==> src/rtl/led_pwm_multi_if.sv <==
// led_pwm_multi_if: control inputs and PWM/busy outputs of led_pwm_multi.
// master drives mode/level/sensor/presence/enables, slave returns pwm/busy.
interface led_pwm_multi_if #(
  parameter int CH = 4
);
  logic [3:0]    mode;
  logic [3:0]    manual_lvl;
  logic [15:0]   sensor;
  logic [9:0]    distancia;
  logic [CH-1:0] ch_en;
  logic [CH-1:0] pwm;
  logic          busy;

  modport master (
    output mode, manual_lvl, sensor, distancia, ch_en,
    input  pwm, busy
  );

  modport slave (
    input  mode, manual_lvl, sensor, distancia, ch_en,
    output pwm, busy
  );
endinterface

==> src/rtl/led_pwm_multi.sv <==
// led_pwm_multi: CH-channel LED PWM driver with manual/auto/presence targets.
// Define LED_PWM_FADE_EN for per-channel ramping FSMs and the busy flag.
module led_pwm_multi #(
  parameter int CH         = 4,
  parameter int PWM_W      = 9,
  parameter int PRESC      = 100,
  parameter int DIST_TH    = 100,
  parameter int AUTO_OFF   = 4500,
  parameter int AUTO_SHIFT = 3,
  parameter int FADE_STEP  = 1
) (
  input  logic           sys_clk,
  input  logic           sys_rst_n,
  led_pwm_multi_if.slave io
);

  localparam logic [PWM_W-1:0] MAX = {PWM_W{1'b1}};
  localparam logic [PWM_W-1:0] ONE = PWM_W'(1);
  localparam int PSW = (PRESC > 1) ? $clog2(PRESC) : 1;
  localparam logic [PSW-1:0] P_LAST = PSW'(PRESC - 1);
  localparam logic [PSW-1:0] P_ONE = PSW'(1);
  localparam logic [PWM_W+3:0] NINE = (PWM_W+4)'(9);
  localparam logic [15:0] S_OFF = 16'(AUTO_OFF);
  localparam logic [9:0] D_TH = 10'(DIST_TH);

  logic [PSW-1:0]   r_presc;
  logic [PWM_W-1:0] r_cnt;
  logic             w_tick;
  logic             w_wrap;

  assign w_tick = (r_presc == P_LAST);
  assign w_wrap = w_tick && (r_cnt == MAX - ONE);

  always_ff @(posedge sys_clk or negedge sys_rst_n) begin
    if (!sys_rst_n) begin
      r_presc <= '0;
      r_cnt   <= '0;
    end else begin
      r_presc <= w_tick ? '0 : r_presc + P_ONE;
      if (w_wrap)
        r_cnt <= '0;
      else if (w_tick)
        r_cnt <= r_cnt + ONE;
    end
  end

  logic [3:0]       w_lvl;
  logic [15:0]      w_sh;
  logic [PWM_W-1:0] w_man;
  logic [PWM_W-1:0] w_auto;
  logic [PWM_W-1:0] w_t;
  logic             w_near;
  logic             w_sel_man;
  logic             w_sel_auto;

  assign w_lvl = (io.manual_lvl > 4'd9) ? 4'd9 : io.manual_lvl;
  assign w_man = PWM_W'(({4'd0, MAX} * {{PWM_W{1'b0}}, w_lvl}) / NINE);
  assign w_sh  = io.sensor >> AUTO_SHIFT;
  // bright ambient or a large shifted reading both clamp to dark
  assign w_auto = (io.sensor > S_OFF || w_sh > 16'(MAX)) ? '0
                : MAX - w_sh[PWM_W-1:0];

  assign w_near     = (io.distancia < D_TH);
  assign w_sel_man  = w_near && (io.mode == 4'b0010);
  assign w_sel_auto = w_near && (io.mode == 4'b0001);

  always_comb begin
    w_t = '0;
    unique case (1'b1)
      w_sel_man:  w_t = w_man;
      w_sel_auto: w_t = w_auto;
      default:    w_t = '0;
    endcase
  end

`ifdef LED_PWM_FADE_EN
  typedef enum logic [1:0] {ST_STEADY, ST_UP, ST_DN} st_t;
  localparam logic [PWM_W-1:0] STEP = PWM_W'(FADE_STEP);
  logic [CH-1:0] w_bsy;
`endif

  for (genvar g = 0; g < CH; g++) begin : g_ch
    logic [PWM_W-1:0] r_cur;
    logic [PWM_W-1:0] r_tgt;
    logic [PWM_W-1:0] w_cur_n;
    logic [PWM_W-1:0] w_tgt_n;
    logic             r_pwm;

    assign w_tgt_n = io.ch_en[g] ? w_t : '0;

`ifdef LED_PWM_FADE_EN
    st_t              r_st;
    st_t              w_st_n;
    logic [PWM_W-1:0] w_gap;
    logic [PWM_W-1:0] w_dlt;

    assign w_gap = (r_st == ST_DN) ? r_cur - r_tgt : r_tgt - r_cur;
    assign w_dlt = (w_gap < STEP) ? w_gap : STEP;

    // step toward the old target, then classify against the new one
    always_comb begin
      w_cur_n = r_cur;
      w_st_n  = ST_STEADY;
      unique case (r_st)
        ST_UP:   w_cur_n = r_cur + w_dlt;
        ST_DN:   w_cur_n = r_cur - w_dlt;
        default: w_cur_n = r_cur;
      endcase
      if (w_cur_n < w_tgt_n)
        w_st_n = ST_UP;
      else if (w_cur_n > w_tgt_n)
        w_st_n = ST_DN;
    end

    always_ff @(posedge sys_clk or negedge sys_rst_n) begin
      if (!sys_rst_n)
        r_st <= ST_STEADY;
      else if (w_wrap)
        r_st <= w_st_n;
    end

    assign w_bsy[g] = (r_st != ST_STEADY);
`else
    assign w_cur_n = r_tgt;
`endif

    always_ff @(posedge sys_clk or negedge sys_rst_n) begin
      if (!sys_rst_n) begin
        r_cur <= '0;
        r_tgt <= '0;
        r_pwm <= 1'b0;
      end else begin
        r_pwm <= (r_cnt < r_cur);
        if (w_wrap) begin
          r_cur <= w_cur_n;
          r_tgt <= w_tgt_n;
        end
      end
    end

    assign io.pwm[g] = r_pwm;
  end

`ifdef LED_PWM_FADE_EN
  logic r_busy;

  always_ff @(posedge sys_clk or negedge sys_rst_n) begin
    if (!sys_rst_n)
      r_busy <= 1'b0;
    else
      r_busy <= |w_bsy;
  end

  assign io.busy = r_busy;
`else
  assign io.busy = 1'b0;
`endif

endmodule

==> src/flat_wrapper.sv <==
// flat-port wrapper written by rule: the top's interface ports become plain ports
module led_pwm_multi_flat 
#(
  parameter int CH         = 4,
  parameter int PWM_W      = 9,
  parameter int PRESC      = 100,
  parameter int DIST_TH    = 100,
  parameter int AUTO_OFF   = 4500,
  parameter int AUTO_SHIFT = 3,
  parameter int FADE_STEP  = 1
)
  (sys_clk, sys_rst_n, io_mode, io_manual_lvl, io_sensor, io_distancia, io_ch_en, io_pwm, io_busy);
  led_pwm_multi_if #(.CH(CH)) io_i ();
  input  logic sys_clk;
  input  logic sys_rst_n;
  input wire logic [$bits(io_i.mode)-1:0] io_mode;
  input wire logic [$bits(io_i.manual_lvl)-1:0] io_manual_lvl;
  input wire logic [$bits(io_i.sensor)-1:0] io_sensor;
  input wire logic [$bits(io_i.distancia)-1:0] io_distancia;
  input wire logic [$bits(io_i.ch_en)-1:0] io_ch_en;
  output wire logic [$bits(io_i.pwm)-1:0] io_pwm;
  output wire logic [$bits(io_i.busy)-1:0] io_busy;
  assign io_i.mode = io_mode;
  assign io_i.manual_lvl = io_manual_lvl;
  assign io_i.sensor = io_sensor;
  assign io_i.distancia = io_distancia;
  assign io_i.ch_en = io_ch_en;
  assign io_pwm = io_i.pwm;
  assign io_busy = io_i.busy;
  led_pwm_multi #(.CH(CH), .PWM_W(PWM_W), .PRESC(PRESC), .DIST_TH(DIST_TH), .AUTO_OFF(AUTO_OFF), .AUTO_SHIFT(AUTO_SHIFT), .FADE_STEP(FADE_STEP)) u_core (.sys_clk(sys_clk), .sys_rst_n(sys_rst_n), .io(io_i));
endmodule
==> config.mk <==
export PLATFORM = sky130hd
export DESIGN_NAME = led_pwm_multi_flat
export DESIGN_NICKNAME = d
export VERILOG_FILES = /design/src/rtl/led_pwm_multi_if.sv /design/src/rtl/led_pwm_multi.sv /design/src/flat_wrapper.sv
export SDC_FILE = /design/constraint.sdc
export NUM_CORES = 1
export LEC_CHECK = 0
export BUFFER_PORTS_ARGS = -buffer_cell sky130_fd_sc_hd__buf_2
export CAP_MARGIN = 0
export CORE_UTILIZATION = 55
export CTS_BUF_LIST = sky130_fd_sc_hd__clkbuf_16
export DETAILED_ROUTE_END_ITERATION = 7
export PLACE_DENSITY_LB_ADDON = 0.15
export SLEW_MARGIN = 20
export SYNTH_ARGS = -nofsm -noshare
export SYNTH_HDL_FRONTEND = slang
export SYNTH_SLANG_ARGS = --single-unit
==> constraint.sdc <==
create_clock -name sys_clk -period 6.85 [get_ports sys_clk]
set_clock_uncertainty 0.1 [all_clocks]
set_input_delay 1.37 -clock sys_clk [delete_from_list [all_inputs] [get_ports sys_clk]]
set_output_delay 1.37 -clock sys_clk [all_outputs]
set_load 0.05 [all_outputs]
==> reports/qor.yml <==
die_y_um: 109.8
synth_area_leaders: "dfrtp_1, ha_1, nand2_1"
power.density_nw_per_um2: 486.6
io_pins: 45
total_power_mw: 4.017
maxSlewHeadroom_pct: 50.14
port_buffers: 38
min_period_ps: 8382
use_met2_pct: 46.16
synth_ff_type: "dfrtp_1"
viasPerCell: 5.716
cp-end-kind: "register"
ctsRootBufferMaster: "clkbuf_16"
required_ps: 6970
synth.most_common_cell: "nand2_1"
critical_path_peak_fanout: 5
tns_ps: -14560
vias: 5973
nNetsFinal: 994
preCtsSetupSlack_ps: -2074
n_fill_cell: 864
ys_seq_elements: 92
async_flop_share_pct: 100.0
worst_pin_slew_ps: 748.0
critPathKind: "primary input to register"
ys_warn_count: 0
cts_sinks: 92
fp.dieW_um: 109.8
synth_top_cell_by_area: "dfrtp_1"
rsz0062_at_grt: "true"
syn_area_um2: 6392
core_area_um2: 11370
firstDrtPassIters: 5
dpl.hpwl_um: 12010
arrival_ps: 8500
outcome: "finished with violations"
p_leak_nw: 3.840
num_rows: 39
die_area_um2: 12060
violations: "negative setup slack"
finalSetupViolCount: 16
cts_tree: "done"
grt_start_max_net_pins: 85
grt_pass1_vias: 5555
antenna_found_initial: 0
ys_types: 92
hp-class: "register to register"
antenna_left: 0
fin_crit_sh_pct: 122.4
wl_per_cell_um: 15.52
grt_pass1_wl_um: 26160
vdd_ir_drop_max_mv: 0.6978
yosysSeqAreaShare_pct: 36.01
syn_avg_cell_area_um2: 8.638
h-tree-depth: 3
n_antenna_cell: 0
post-route-drc-count: 0
synth_edf_count: 0
drtIter0Drc: 431
synthTopCellsByCount: "nand2_1, dfrtp_1, o21ai_0"
critPathSlowestCell: "or4_4"
drive_gt1_share_pct: 28.82
drt-total-wl_um: 16220
yosysTopAreaCellShare_pct: 36.01
grt.met3_usage_pct: 4.031
initial_core_util_pct: 56.22
cpPeakStageDelay_ps: 570
path_common_cell: "buf_4"
syn_inst: 740
holdBufCountCts: 0
startpoint_type: "primary input"
insertion_delay_ps: 340
synthToLayoutAreaGrowth_pct: 29.14
synth_nets: 837
max_cap_viol_count: 0
busiest_layer: "met2"
ctsLongestPathBuffers: 2
hold_viol: 0
gp_congestion: 0.9085
fmax_mhz: 119.3
track_usage_pct: 27.72
grt.met1_usage_pct: 37.31
slew_violations: 0
multiInputGateArea_um2: 4009
grt_overflow_total: 0
path_clk_slew_ps: 60
setup_slack_ps: -1532
seqCellArea_um2: 2302
numCtsBuffers: 9
==> cell families (layout without fill, tap and decap cells) <==
group	count (synthesis)	after routing	share of synthesized area, %
AO/OA/AOI/OAI	226	226	23.78
XOR/XNOR	13	13	1.781
adder cells (fa/ha/maj)	58	58	11.90
buffers and inverters	86	248	5.559
flip-flops	92	92	36.01
multiplexers	5	5	1.057
other	1	1	0.05866
AND/OR/NAND/NOR	259	259	19.85
==> power breakdown <==
group	switching, mW	internal [mW]
combinational	1.43	1.56
clock	0.203	0.281
sequential	0.000776	0.544
==> critical path, delay by kind of cell <==
family | cells | cell delay (ps)
compound gates | 13 | 3050
simple gates | 8 | 1820
fa+ha+maj | 4 | 1400
buf+inv | 6 | 760
mux | 1 | 80
==> metal layers <==
layer / vias up / share of wire [%]
li1: 2944 / -
met1: 2860 / 46
met2: 145 / 49
met3: 24 / 3.5
met4: 0 / 1.6
met5: - / 0
==> metrics by stage <==
stage	util (%)	hold slack, ps	instance area [µm²]	std cells
6_report	72.61	352.9	8255	1045
5_1_grt	72.61	385.6	8255	1045
4_1_cts	72.22	355.8	8212	1043
3_5_place_dp	67.43	347.4	7666	1012
3_3_place_gp	67.43	341.8	7666	1012
2_1_floorplan	-	325.1	6533	740
==> worst paths after layout <==
kind | start | endpoint | slack [ps] | cells past startpoint
max | io_manual_lvl[2] | u_core.g_ch[0].r_tgt[0] | -1530 | 32
min | u_core.r_presc[0] | u_core.r_presc[0] | 350 | 1
max reg2reg | u_core.r_presc[0] | u_core.g_ch[0].r_tgt[0] | 4130 | 10
min reg2reg | u_core.r_presc[0] | u_core.r_presc[0] | 350 | 1
max in group asynchronous | sys_rst_n | u_core.g_ch[1].r_cur[0] | 4970 | 2
min in group asynchronous | sys_rst_n | u_core.g_ch[1].r_cur[8] | 740 | 1
==> layout make-up <==
cell class / count / share of cell area, %
multi-input cells: 562 / 48.56
repair buffers: 176 / 15.31
flip-flops and latches: 92 / 27.89
well taps: 143 / 2.167
inverters: 56 / 2.546
clock buffers: 9 / 2.728
clock inverters: 7 / 0.8033
==> placed cells by master, fill, tap and decap left out, drive strengths merged, types with 10 or more instances in the layout <==
cell type,netlist,routed
o21ai,92,92
ha,52,52
nand2b,10,10
buf,10,176
nand3,15,15
nor2,43,43
nand2,117,117
dfrtp,92,92
inv,56,57
a21o,10,10
a21oi,38,38
nor2b,12,12
nor3,13,13
==> state kept, by name, indices dropped and copies added, names as in the netlist <==
signal,count
u_core.g_ch.r_cur,36
u_core.g_ch.r_tgt,36
u_core.r_cnt,9
u_core.r_presc,7
u_core.g_ch.r_pwm,4
==> timing repair <==
item | 4_1_cts | 5_1_grt
pin swaps | 33 | 7
setup endpoints to repair | 16 | 17
setup buffers | 16 | 2
resized for setup | 28 | 5
No activity file was read; power rests on OpenSTA's default activity.
